[config.mk]
export PLATFORM = sky130hd
export DESIGN_NAME = score_palette_ram
export DESIGN_NICKNAME = d
export VERILOG_FILES = /design/src/rtl/palette_pkg.sv /design/src/rtl/palette_bank_ram.sv /design/src/rtl/score_palette_ram.sv
export SDC_FILE = /design/constraint.sdc
export NUM_CORES = 1
export LEC_CHECK = 0
export BUFFER_PORTS_ARGS = -buffer_cell sky130_fd_sc_hd__buf_2
export CAP_MARGIN = 20
export CORE_ASPECT_RATIO = 1.4
export CORE_MARGIN = 2
export CORE_UTILIZATION = 25
export DETAILED_ROUTE_END_ITERATION = 10
export GPL_TIMING_DRIVEN = 0
export PLACE_DENSITY = 0.43
export REMOVE_ABC_BUFFERS = 1
export SLEW_MARGIN = 0
export SYNTH_ARGS = -nofsm -noshare
export SYNTH_HDL_FRONTEND = slang
export SYNTH_HIERARCHICAL = 1
export SYNTH_SLANG_ARGS = --single-unit
export TNS_END_PERCENT = 1
[constraint.sdc]
create_clock -name Clk -period 2.8 [get_ports Clk]
set_input_delay 0.28 -clock Clk [delete_from_list [all_inputs] [get_ports Clk]]
set_output_delay 0.28 -clock Clk [all_outputs]
set_load 0.02 [all_outputs]
[src/rtl/palette_pkg.sv]
// Shared types and helpers for the score/sprite colour palette.
//   rgb_t         : packed {r, g, b} colour word, COLOR_W bits per channel
//   state_t       : palette init FSM states
//   default_color : power-on colour for a palette index
//   invert_rgb    : per-channel colour inversion used by blink mode
package palette_pkg;

  localparam int COLOR_W = 4;

  typedef struct packed {
    logic [COLOR_W-1:0] r;
    logic [COLOR_W-1:0] g;
    logic [COLOR_W-1:0] b;
  } rgb_t;

  typedef enum logic {INIT, RUN} state_t;

  // Black/white checker by the two low index bits: 0->black, 1,2->white, 3->black.
  function automatic rgb_t default_color(input logic [1:0] idx);
    rgb_t c;
    logic bitv;
    bitv = idx[0] ^ idx[1];
    c.r  = {COLOR_W{bitv}};
    c.g  = {COLOR_W{bitv}};
    c.b  = {COLOR_W{bitv}};
    return c;
  endfunction

  // Bitwise NOT of a channel equals (2**COLOR_W-1) - channel.
  function automatic rgb_t invert_rgb(input rgb_t c);
    rgb_t o;
    o.r = ~c.r;
    o.g = ~c.g;
    o.b = ~c.b;
    return o;
  endfunction

endpackage

[src/rtl/palette_bank_ram.sv]
// Simple dual-port palette storage, flattened {bank, index} addressing.
//   clk_i    : clock
//   we_i     : write enable
//   waddr_i  : write address
//   wdata_i  : write data
//   raddr_i  : read address
//   rdata_o  : registered read data (old contents on same-address write)
module palette_bank_ram #(
  parameter int ADDR_W = 6,
  parameter int DATA_W = 12
) (
  input  logic              clk_i,
  input  logic              we_i,
  input  logic [ADDR_W-1:0] waddr_i,
  input  logic [DATA_W-1:0] wdata_i,
  input  logic [ADDR_W-1:0] raddr_i,
  output logic [DATA_W-1:0] rdata_o
);

  logic [DATA_W-1:0] mem [2**ADDR_W];
  logic [DATA_W-1:0] rdata_q;

  // Read and write in the same block give read-before-write on collisions.
  always_ff @(posedge clk_i) begin
    if (we_i) mem[waddr_i] <= wdata_i;
    rdata_q <= mem[raddr_i];
  end

  assign rdata_o = rdata_q;

endmodule

[src/rtl/score_palette_ram.sv]
// Runtime-writable multi-bank colour palette with 2-stage read pipeline.
//   Clk, Reset                      : clock, async active-high reset
//   pix_valid/pix_index/pix_bank    : read request
//   rgb_out/out_valid/transparent   : registered read result, 2 cycles later
//   wr_en/wr_bank/wr_addr/wr_data   : write request, accepted when wr_ready
//   wr_ready                        : high once default load is complete
//   frame_tick/blink_en             : frame-synchronous colour-invert blink
//   init_busy                       : default palette load in progress
// COLOR_W must match palette_pkg::COLOR_W (rgb_t is defined there).
module score_palette_ram
  import palette_pkg::*;
#(
  parameter int INDEX_W      = 4,
  parameter int COLOR_W      = palette_pkg::COLOR_W,
  parameter int NUM_BANKS    = 4,
  parameter int TRANSP_IDX   = 0,
  parameter int BLINK_FRAMES = 30,
  localparam int BANK_W      = (NUM_BANKS > 1) ? $clog2(NUM_BANKS) : 1
) (
  input  logic                 Clk,
  input  logic                 Reset,
  input  logic                 pix_valid,
  input  logic [INDEX_W-1:0]   pix_index,
  input  logic [BANK_W-1:0]    pix_bank,
  output logic [3*COLOR_W-1:0] rgb_out,
  output logic                 out_valid,
  output logic                 transparent,
  input  logic                 wr_en,
  input  logic [BANK_W-1:0]    wr_bank,
  input  logic [INDEX_W-1:0]   wr_addr,
  input  logic [3*COLOR_W-1:0] wr_data,
  output logic                 wr_ready,
  input  logic                 frame_tick,
  input  logic                 blink_en,
  output logic                 init_busy
);

  localparam int ENTRIES = 2**INDEX_W;
  localparam int ADDR_W  = BANK_W + INDEX_W;
  localparam int TOTAL   = NUM_BANKS * ENTRIES;
  localparam int CNT_W   = (BLINK_FRAMES > 1) ? $clog2(BLINK_FRAMES) : 1;

  localparam logic [ADDR_W-1:0]  LAST_ADDR  = ADDR_W'(TOTAL - 1);
  localparam logic [BANK_W:0]    BANKS_L    = (BANK_W + 1)'(NUM_BANKS);
  localparam logic [INDEX_W-1:0] TRANSP_L   = INDEX_W'(TRANSP_IDX);
  localparam logic [CNT_W-1:0]   BLINK_LAST = CNT_W'(BLINK_FRAMES - 1);

  state_t            state_q;
  logic [ADDR_W-1:0] init_ptr_q;
  logic              init_busy_q, wr_ready_q;
  logic              run;

  // Init FSM: bank-major fill of every entry with its default colour.
  always_ff @(posedge Clk or posedge Reset) begin
    if (Reset) begin
      state_q     <= INIT;
      init_ptr_q  <= '0;
      init_busy_q <= 1'b1;
      wr_ready_q  <= 1'b0;
    end else begin
      case (state_q)
        INIT: begin
          if (init_ptr_q == LAST_ADDR) begin
            state_q     <= RUN;
            init_busy_q <= 1'b0;
            wr_ready_q  <= 1'b1;
          end else begin
            init_ptr_q <= init_ptr_q + 1'b1;
          end
        end
        RUN: ;
        default: state_q <= INIT;
      endcase
    end
  end

  assign run       = (state_q == RUN);
  assign init_busy = init_busy_q;
  assign wr_ready  = wr_ready_q;

  // RAM port muxing: init loader owns the write port until RUN.
  logic              rd_in_range, wr_in_range;
  logic              ram_we;
  logic [ADDR_W-1:0] ram_waddr;
  rgb_t              ram_wdata, ram_rdata;

  assign rd_in_range = ({1'b0, pix_bank} < BANKS_L);
  assign wr_in_range = ({1'b0, wr_bank} < BANKS_L);

  always_comb begin
    ram_we    = 1'b0;
    ram_waddr = {wr_bank, wr_addr};
    ram_wdata = rgb_t'(wr_data);
    if (!run) begin
      ram_we    = 1'b1;
      ram_waddr = init_ptr_q;
      ram_wdata = default_color(init_ptr_q[1:0]);
    end else if (wr_en && wr_in_range) begin
      ram_we = 1'b1;
    end
  end

  palette_bank_ram #(
    .ADDR_W (ADDR_W),
    .DATA_W (3 * COLOR_W)
  ) u_ram (
    .clk_i   (Clk),
    .we_i    (ram_we),
    .waddr_i (ram_waddr),
    .wdata_i (ram_wdata),
    .raddr_i ({pix_bank, pix_index}),
    .rdata_o (ram_rdata)
  );

  // Blink counter and phase.
  logic [CNT_W-1:0] blink_cnt_q;
  logic             phase_q;

  always_ff @(posedge Clk or posedge Reset) begin
    if (Reset) begin
      blink_cnt_q <= '0;
      phase_q     <= 1'b0;
    end else if (!blink_en) begin
      blink_cnt_q <= '0;
      phase_q     <= 1'b0;
    end else if (frame_tick && run) begin
      if (blink_cnt_q == BLINK_LAST) begin
        blink_cnt_q <= '0;
        phase_q     <= ~phase_q;
      end else begin
        blink_cnt_q <= blink_cnt_q + 1'b1;
      end
    end
  end

  // Stage 1: side-band alongside the registered RAM read.
  logic v1_q, tr1_q, ph1_q, ok1_q;

  always_ff @(posedge Clk or posedge Reset) begin
    if (Reset) begin
      v1_q  <= 1'b0;
      tr1_q <= 1'b0;
      ph1_q <= 1'b0;
      ok1_q <= 1'b0;
    end else begin
      v1_q  <= pix_valid && run;
      tr1_q <= (pix_index == TRANSP_L);
      ph1_q <= phase_q;
      ok1_q <= rd_in_range;
    end
  end

  // Stage 2: invert and register outputs; rgb holds when no valid read.
  rgb_t rd_data, rgb_d, rgb_q;
  logic out_valid_q, transp_q;

  always_comb begin
    rd_data = ok1_q ? ram_rdata : '0;
    rgb_d   = ph1_q ? invert_rgb(rd_data) : rd_data;
  end

  always_ff @(posedge Clk or posedge Reset) begin
    if (Reset) begin
      rgb_q       <= '0;
      out_valid_q <= 1'b0;
      transp_q    <= 1'b0;
    end else begin
      out_valid_q <= v1_q;
      transp_q    <= v1_q && tr1_q;
      if (v1_q) rgb_q <= rgb_d;
    end
  end

  assign rgb_out     = rgb_q;
  assign out_valid   = out_valid_q;
  assign transparent = transp_q;

endmodule

Word level (Yosys, flattened, before mapping)

Memory sizes are Yosys's and may differ from the RTL's. A register that Yosys moved wholly into a read port is not among the register bits.
Cells that the tools add are included.

Register bits: 33
Memory bits (writable): 768
Bits of input ports: 30
Output and inout port bits: 16
Word-level logic and storage cells: 52
Memories kept: 1

Memory list:

| memory    | depth | bits a word | read ports | clocked after memory_dff | write ports | line                   | source |
|---|---|---|---|---|---|---|---|
| u_ram.mem | 64    | 12          | 1          | 1                        | 1           | palette_bank_ram.sv:20 | `logic [DATA_W-1:0] mem [2**ADDR_W];` |

Add/subtract/negate cells: 2
Equal/unequal tests: 4
Multiplexer cells: 16
Bitwise logic cells: 7
Reductions and logical operators: 7

Operators by type and width:

| operator                                      | number |
|---|---|
| two-way mux 12 bit                            | 3 |
| two-way mux 5 bit                             | 3 |
| NOT 4 bit                                     | 3 |
| two-way mux 1 bit                             | 9 |
| adder 6 x 1 -> 6 bit, second input constant   | 1 |
| equality test 6 bit, second input constant    | 1 |
| two-way mux 6 bit                             | 1 |
| AND reduction 2 bit                           | 3 |
| adder 5 x 1 -> 5 bit, second input constant   | 1 |
| equality test 5 bit, second input constant    | 1 |
| logical NOT 4 bit                             | 1 |
| != test 2 x 1 -> 1 bit, second input constant | 2 |
| logical AND 1 bit                             | 3 |
| NOT 1 bit                                     | 3 |
| bitwise XOR 1 bit                             | 1 |

Logic depth before layout (Yosys ltp)

Gate-level depths: netlist of run 1.

Depth after elaboration: 4
Depth in mapped cells: 9
Gate-level depth less buffers: 5

Hierarchy

Netlist of run 1, hierarchy kept.

Modules (own cells, without submodules):

| module            | times used | cells each | area an instance (µm²) | seq. area each (µm²) |
|---|---|---|---|---|
| palette_bank_ram  | 1          | 1339       | 29851.1                | 23302.3 |
| score_palette_ram | 1          | 180        | 1674.1                 | 827.0 |

Worst setup path after synthesis of run 1

OpenSTA, ideal clock, no wires.

Path type: register -> register
From: register state_q, in the netlist run
To: memory u_ram.mem[0][0], enable pin
Library setup time: 380 ps
Arrival time: 2212 ps
Data required time: 2420 ps
Path slack: 208 ps
Stages on the path, launching flop included: 8
Path buffers: 4
Period minus slack after synthesis: 2592 ps
Path through: dfrtp_1 buf_6 buf_2 mux2_2 clkbuf_1 or3_1 clkbuf_1 nor2_1

Elaborated cells on any way between the ends: 4
Classes of those cells: mux (4)

RTL lines:

| what                   | line                    | source |
|---|---|---|
| start, declared        | score_palette_ram.sv:48 | `state_t state_q;` |
| start signal, assigned | score_palette_ram.sv:56 | `state_q <= INIT;` |
| start signal, assigned | score_palette_ram.sv:64 | `state_q <= RUN;` |
| start signal, assigned | score_palette_ram.sv:72 | `default: state_q <= INIT;` |
| two-way mux 6 bit      | score_palette_ram.sv:94 | `if (!run) begin` |
| named net ram_waddr[4] | score_palette_ram.sv:84 | `logic [ADDR_W-1:0] ram_waddr;` |
| end, declared          | palette_bank_ram.sv:20  |  |

The timed path passes the listed nets, and every way through them passes these cells.

Worst setup path after layout of run 1

From: register state_q, in the netlist run
To: memory u_ram.mem[55][7], enable pin

Same word-level chain as after synthesis.

==> reports/qor.yml, run 1 <==
grt-ovfl-total: 0
finish.net_count: 1671
post-route-min-period_ps: 2910
ys_async_sr_fraction: 0.0406
grt_util_all_layers: 0.125
first_global_vias: 16100
post-route-drc-count: 0
die_height_um: 424
antenna_violations_before_repair: 0
ys_seq_area_frac: 0.765
postRouteAntennaNets: 0
design.portCount: 46
layout-drive-gt1-share: 0.306
critPathLaunchType: "register"
dpl_worst_slack_ps: -1000
power.share.switching: 0.205
die_area_um2: 129000
vias: 15200
slew-limit-headroom: 0.386
synth_enable_flop_cells: 768
share_clk_of_total_power: 0.426
power.density_cell_area_nw_per_um2: 664
grt_first_pass_wirelength_um: 117000
end_kind: "register"
worst-r2r-cell-count: 4
worst_setup_hold_path_clk_slew_ps: 60
critPathTopFamily: "simple AND/OR/NAND/NOR gates"
area_growth_pct: 17.9
final_util: 0.296
irDropWorstVdd_mv: 0.379
critical_path_class: "reg2reg"
ys_top_cells_by_count: "sky130_fd_sc_hd__edfxtp_1 (768), sky130_fd_sc_hd__mux4_2 (192), sky130_fd_sc_hd__nor2_1 (89), sky130_fd_sc_hd__nand2_1 (55), sky130_fd_sc_hd__clkbuf_1 (35)"
max_slew.worst_pin.slew_ps: 918
timing.final.setup_violations: 124
rsz0062_at_grt: "yes"
detail_route.first_pass.iterations: 5
design.core.area_um2: 125000
crit_path_buf_inv_count: 0
cp_cell_sequence: "mux2_2, nor2b_1, nand4_1, nor2_2"
cellInternalPower_uw: 19600
place_area_um2: 34300
cts_buffer_depth: 3
cp_slowest_cell: "sky130_fd_sc_hd__nor2_2"
ff_latch_area_um2: 24100
worstPathRequired_ps: 3070
synth.most_common_cell: "sky130_fd_sc_hd__edfxtp_1"
min_period_over_period: 1.04
critical_path_peak_fanout: 28
cts-root-buf: "sky130_fd_sc_hd__clkbuf_16"
cp.depth: 4
cts_buffers: 79
power_frac_seq: 0.532
critPathArrivalTime_ps: 3180
post-dp-hpwl_um: 51200
hold_violations: 0
maxSlewViolCount: 0
h-tree-depth: 3
synthesis.area_um2: 31500
synth_cell_type_count: 54
wl_um: 80300
drt-vias-per-instance: 4.54
max_clock_freq_mhz: 344
slowest_delay_ps: 780
violated_checks: "negative setup slack"
filler_instances: 12100
core.rowCount: 154
yosys.area.top_type: "sky130_fd_sc_hd__edfxtp_1"
ys_seq_elements: 813
tritoncts: "yes"
detail_route.wl_per_cell_um: 24.0
die_width_um: 304
synthesis.area_per_instance_um2: 20.8
finalInstanceArea_um2: 37200
syn-instance-count: 1519
net-switching-power_uw: 5070
whs_path_depth: 3
gp_routability_congestion: 0.750
grt_start_max_net_pins: 69
final.setup_skew_ps: 25.5
p_leak_uw: 0.0109
whs_ps: 319
setup_ws_ps: -107
ys.flop_type: "sky130_fd_sc_hd__edfxtp_1"
combPwrFrac: 0.041
min_path_type: "in2reg"
synthesis.yosys.warnings: 6
port_buffers: 45
yosysTopAreaCellShare: 0.732
detailedRoute.firstIterationViolations: 1070
run_status: "finished, violations left"
synth.area.top_cells: "sky130_fd_sc_hd__edfxtp_1 (73%), sky130_fd_sc_hd__mux4_2 (14%), sky130_fd_sc_hd__dfrtp_1 (2.5%)"
floorplan.initialDensity: 0.251
clkSinkCount: 813
multiInputGateArea_um2: 7280
clkLatencyLatePin_ps: 660
timing.max_cap.violations: 0
## repair_timing
action / CTS / global route
setup buffers: 4 / 0
setup endpoints to repair: 1108 / 468
pin swaps: 2 / 5
endpoints found under the hold margin: 27 / 0
resized for setup: 73 / 11
hold buffers: 5 / 0
## cell type report
| class | count | area share |
|---|---|---|
| inverters | 5 | 0.000505 |
| well taps | 1638 | 0.0552 |
| clock inverters | 37 | 0.00993 |
| repair buffers | 120 | 0.0313 |
| clock buffers | 104 | 0.0575 |
| multi-input cells | 619 | 0.196 |
| diodes | 1 | 0.0000674 |
| flip-flops and latches | 813 | 0.650 |
## tightest hold or removal path, stage by stage
cell                      delay [ps]
sky130_fd_sc_hd__buf_2           320
sky130_fd_sc_hd__o21ai_0         190
sky130_fd_sc_hd__o31ai_1          90
## kinds of logic (layout without fill, tap and decap cells)
group,after synthesis,count (layout),share of synthesized area
other,1,2,0.000119
multiplexers,226,226,0.149
AO/OA/AOI/OAI,137,137,0.0297
adder cells (fa/ha/maj),3,3,0.00119
XOR/XNOR,14,14,0.00389
buffers and inverters,87,266,0.0158
flip-flops,813,813,0.765
AND/OR/NAND/NOR,238,238,0.0354
## layout by cell type, fill, tap and decap left out, drive strengths merged, types with 16 or more instances in the layout
master	netlist	layout
a21oi	27	27
buf	47	115
clkbuf	35	104
clkinv	0	27
dfrtp	32	32
edfxtp	768	768
mux2i	20	20
mux4	192	192
nand2	56	56
nand2b	22	22
nand3	20	20
nor2	89	89
nor2b	18	18
o221ai	16	16
o22ai	23	23
## power groups by stage
stage | registers, µW | logic, µW | clock network [µW]
final | 13100 | 1020 | 10500
after global placement | 13400 | 1180 | 0
after global routing | 13100 | 1100 | 11300
after detailed placement | 13400 | 1050 | 0
after CTS | 13100 | 1060 | 10900
after floorplan | 13400 | 549 | 0
## flip-flops by register name, indices dropped and copies added (netlist names), 5 cells and up
signal / cells
init_ptr_q: 6
rgb_out: 12
u_ram/mem: 768
blink_cnt_q: 5
u_ram/rdata_o: 12
## path summary, 6_finish.rpt
kind	from	to	slack, ps
min reg2reg	phase_q	ph1_q	400
max reg2reg	run	u_ram/mem[55][7]	-110
max in group asynchronous	Reset	run	1780
min in group asynchronous	Reset	rgb_out[4]	360
max	run	u_ram/mem[55][7]	-110
min	pix_bank[1]	u_ram/rdata_o[4]	320
## metrics by stage
stage	total power (µW)	instances	TNS, ps
floorplan	13900	1437	-1360
detailed placement	14400	3186	-431750
finish	24700	3337	-7470
CTS	25100	3336	-2670
global placement	14600	3120	-1381870
global route	25500	3336	-22500
## layer usage
layer / share of wire / GRT usage / up-vias
li1: - / - / 6510
met4: 0.019 / 0.0371 / 0
met2: 0.53 / 0.226 / 306
met5: 0 / 0 / -
met1: 0.41 / 0.152 / 8237
met3: 0.041 / 0.0213 / 98
Note: power is estimated with default switching activity, not from simulation.
==> run 2, diff against run 1 <==
Settings changed: CORE_UTILIZATION 25 to 60, PLACE_DENSITY 0.43 to 0.81.
==> reports/qor.yml, run 2 (same netlist as run 1, synthesis figures left out) <==
run_status: "finished, violations left"
violated_checks: "negative setup slack"
die_width_um: 198  # -35%
floorplan.initialDensity: 0.606  # +0.355
die_height_um: 275  # -35%
grt-ovfl-total: 0  # unchanged
finish.net_count: 1663  # -0.48%
clkSinkCount: 813  # unchanged
layout-drive-gt1-share: 0.295  # -0.0104
leading_cell_type_in_the_layout_fill_and_taps_excluded: "sky130_fd_sc_hd__edfxtp_1"
gr-usage-met1: 0.340  # +0.188
area_growth_pct: 12.7
cts_buffers: 70  # -11%
setup_ws_ps: -193  # -86.1 ps
end_kind: "register"
antenna_violations_before_repair: 2  # +2
rsz0062_at_grt: "yes"
timing.final.setup_violations: 225  # +81%
cp_slowest_cell: "sky130_fd_sc_hd__dfrtp_4"
maxSlewViolCount: 0  # unchanged
cp_cell_sequence: "mux2_2, nor2_1, nand3_2, nor2_2, buf_6"
min_path_type: "in2reg"
design.core.area_um2: 52000  # -59%
core.rowCount: 99  # -36%
gp_routability_congestion: 0.833  # +11%
filler_instances: 2965  # -76%
timing.max_cap.violations: 0  # unchanged
final.setup_skew_ps: 21.3  # -4.20 ps
grt_busiest_layer: "met2"
tritoncts: "yes"
hold_violations: 0  # unchanged
groute.layer.met3.usage: 0.0545  # +0.0332
postRouteAntennaNets: 0  # unchanged
slew-limit-headroom: 0.339  # -0.0468
detail_route.wl_per_cell_um: 31.3  # +30%
post-route-min-period_ps: 2990  # +86.1 ps
cts-root-buf: "sky130_fd_sc_hd__clkbuf_16"
post-route-drc-count: 0  # unchanged
drt-vias-per-instance: 6.93  # +53%
met2_global_route_usage: 0.462  # +0.236
worstPathRequired_ps: 3090  # +20 ps
critPathArrivalTime_ps: 3280  # +100 ps
grt_start_max_net_pins: 85  # +23%
clkLatencyLatePin_ps: 600  # -60 ps
registers.top_by_ff_count: "u_ram/mem"
irDropWorstVdd_mv: 0.384  # +1.3%
vias: 16200  # +6.9%
cts_buffer_depth: 3  # unchanged
max_clock_freq_mhz: 334  # -2.9%
finalInstanceArea_um2: 35500  # -4.4%
detailedRoute.firstIterationViolations: 2115  # +98%
critical_path_class: "reg2reg"
slowest_delay_ps: 640  # -140 ps
setup_tns_ps: -18510  # -11030 ps
p_leak_uw: 0.0107  # -1.8%
post-dp-hpwl_um: 43400  # -15%
max_slew.worst_pin.slew_ps: 990  # +71.5 ps
min_period_over_period: 1.07  # +0.0308
first_global_vias: 16300  # +1.1%
grt_first_pass_wirelength_um: 107000  # -8.7%
h-tree-depth: 3  # unchanged
die_area_um2: 54400  # -58%
port_buffers: 45  # unchanged
detail_route.first_pass.iterations: 5  # unchanged
design.portCount: 46  # unchanged
critical_path_peak_fanout: 28  # unchanged
wl_um: 73200  # -8.8%
largest_register_ff_count: 768  # unchanged
critPathLaunchType: "register"
most-common-layout-cells: "sky130_fd_sc_hd__edfxtp_1 (768), sky130_fd_sc_hd__mux4_2 (192), sky130_fd_sc_hd__clkbuf_16 (71)"
worst_setup_hold_path_clk_slew_ps: 70  # about the same
place_area_um2: 33100  # -3.4%
power.density_cell_area_nw_per_um2: 653  # -1.7%
grt_util_all_layers: 0.274  # +0.149
## run 2: cell types whose count changed in the layout (fill, tap and decap cells not counted), moves of 2 or more
| cell | previous run | this run |
|---|---|---|
| sky130_fd_sc_hd__clkbuf_16 | 82 | 71 |
| sky130_fd_sc_hd__clkinv_2 | 14 | 12 |
| sky130_fd_sc_hd__clkinvlp_4 | 0 | 2 |
| sky130_fd_sc_hd__bufinv_16 | 7 | 3 |
| sky130_fd_sc_hd__nor2_1 | 30 | 38 |
| sky130_fd_sc_hd__nor2_2 | 33 | 28 |
| sky130_fd_sc_hd__buf_4 | 39 | 21 |
| sky130_fd_sc_hd__clkinv_1 | 11 | 16 |
| sky130_fd_sc_hd__nor2_4 | 26 | 23 |
| sky130_fd_sc_hd__buf_6 | 12 | 37 |
| sky130_fd_sc_hd__clkbuf_1 | 22 | 15 |
| sky130_fd_sc_hd__dlygate4sd3_1 | 5 | 2 |
| sky130_fd_sc_hd__buf_8 | 4 | 1 |
## run 2: area by class of cell
| class | count | area [µm²] | area share |
|---|---|---|---|
| multi-input combinational | 619 | 7230 | 0.204 |
| clock inverter | 35 | 243 | 0.00683 |
| tap | 656 | 821 | 0.0231 |
| inverter | 5 | 18.8 | 0.000528 |
| antenna | 1 | 2.50 | 0.0000704 |
| timing repair buffer | 121 | 1230 | 0.0347 |
| clock buffer | 87 | 1850 | 0.0520 |
| sequential | 813 | 24100 | 0.679 |
## run 2: what timing repair did
action / CTS / global route
endpoints found under the setup margin: 939 / 435
hold endpoints to repair: 9 / 0
hold buffers: 2 / 0
setup buffers: 0 / 3
pin swaps: 0 / 1
gates resized for setup: 60 / 28
## run 2: routing by layer
layer / vias to the layer above / routed length (µm)
met5: - / 12
met4: 2 / 4100
met3: 237 / 6530
met2: 1090 / 37300
met1: 8378 / 25300
li1: 6490 / -
## run 2: where the power goes
part | internal, µW | switching, µW | leakage, µW | total [µW]
Sequential | 13100 | 15.6 | 0.00672 | 13100
Clock | 4960 | 4110 | 0.00102 | 9070
Combinational | 463 | 535 | 0.00291 | 998
## run 2: critical path, delay by kind of cell (launching register included)
| kind | cells | cell delay (ps) |
|---|---|---|
| simple gates | 3 | 1310 |
| flops | 1 | 640 |
| mux | 1 | 500 |
| buf+inv | 1 | 230 |
## run 2: final timing paths
check                      startpoint          endpoint  depth (start not counted)  slack, ps
max                               run  u_ram/mem[57][5]                          5       -190
min                          blink_en    blink_cnt_q[0]                          3         30
max reg2reg                       run  u_ram/mem[57][5]                          5       -190
min reg2reg                   phase_q             ph1_q                          0        430
max in group asynchronous       Reset               run                          4       2050
min in group asynchronous       Reset        rgb_out[1]                          3        240
## run 2: through the flow
step	util	instances	worst slack, ps	power, µW	hold WS [ps]
2_1_floorplan	-	1437	-59.8	13900	346
3_3_place_gp	0.617	2138	-4980	14500	381
3_5_place_dp	0.636	2209	-792	14400	306
4_1_cts	0.680	2333	-161	23300	27.4
5_1_grt	0.683	2337	-163	23800	60.9
6_report	0.683	2337	-193	23200	34.8
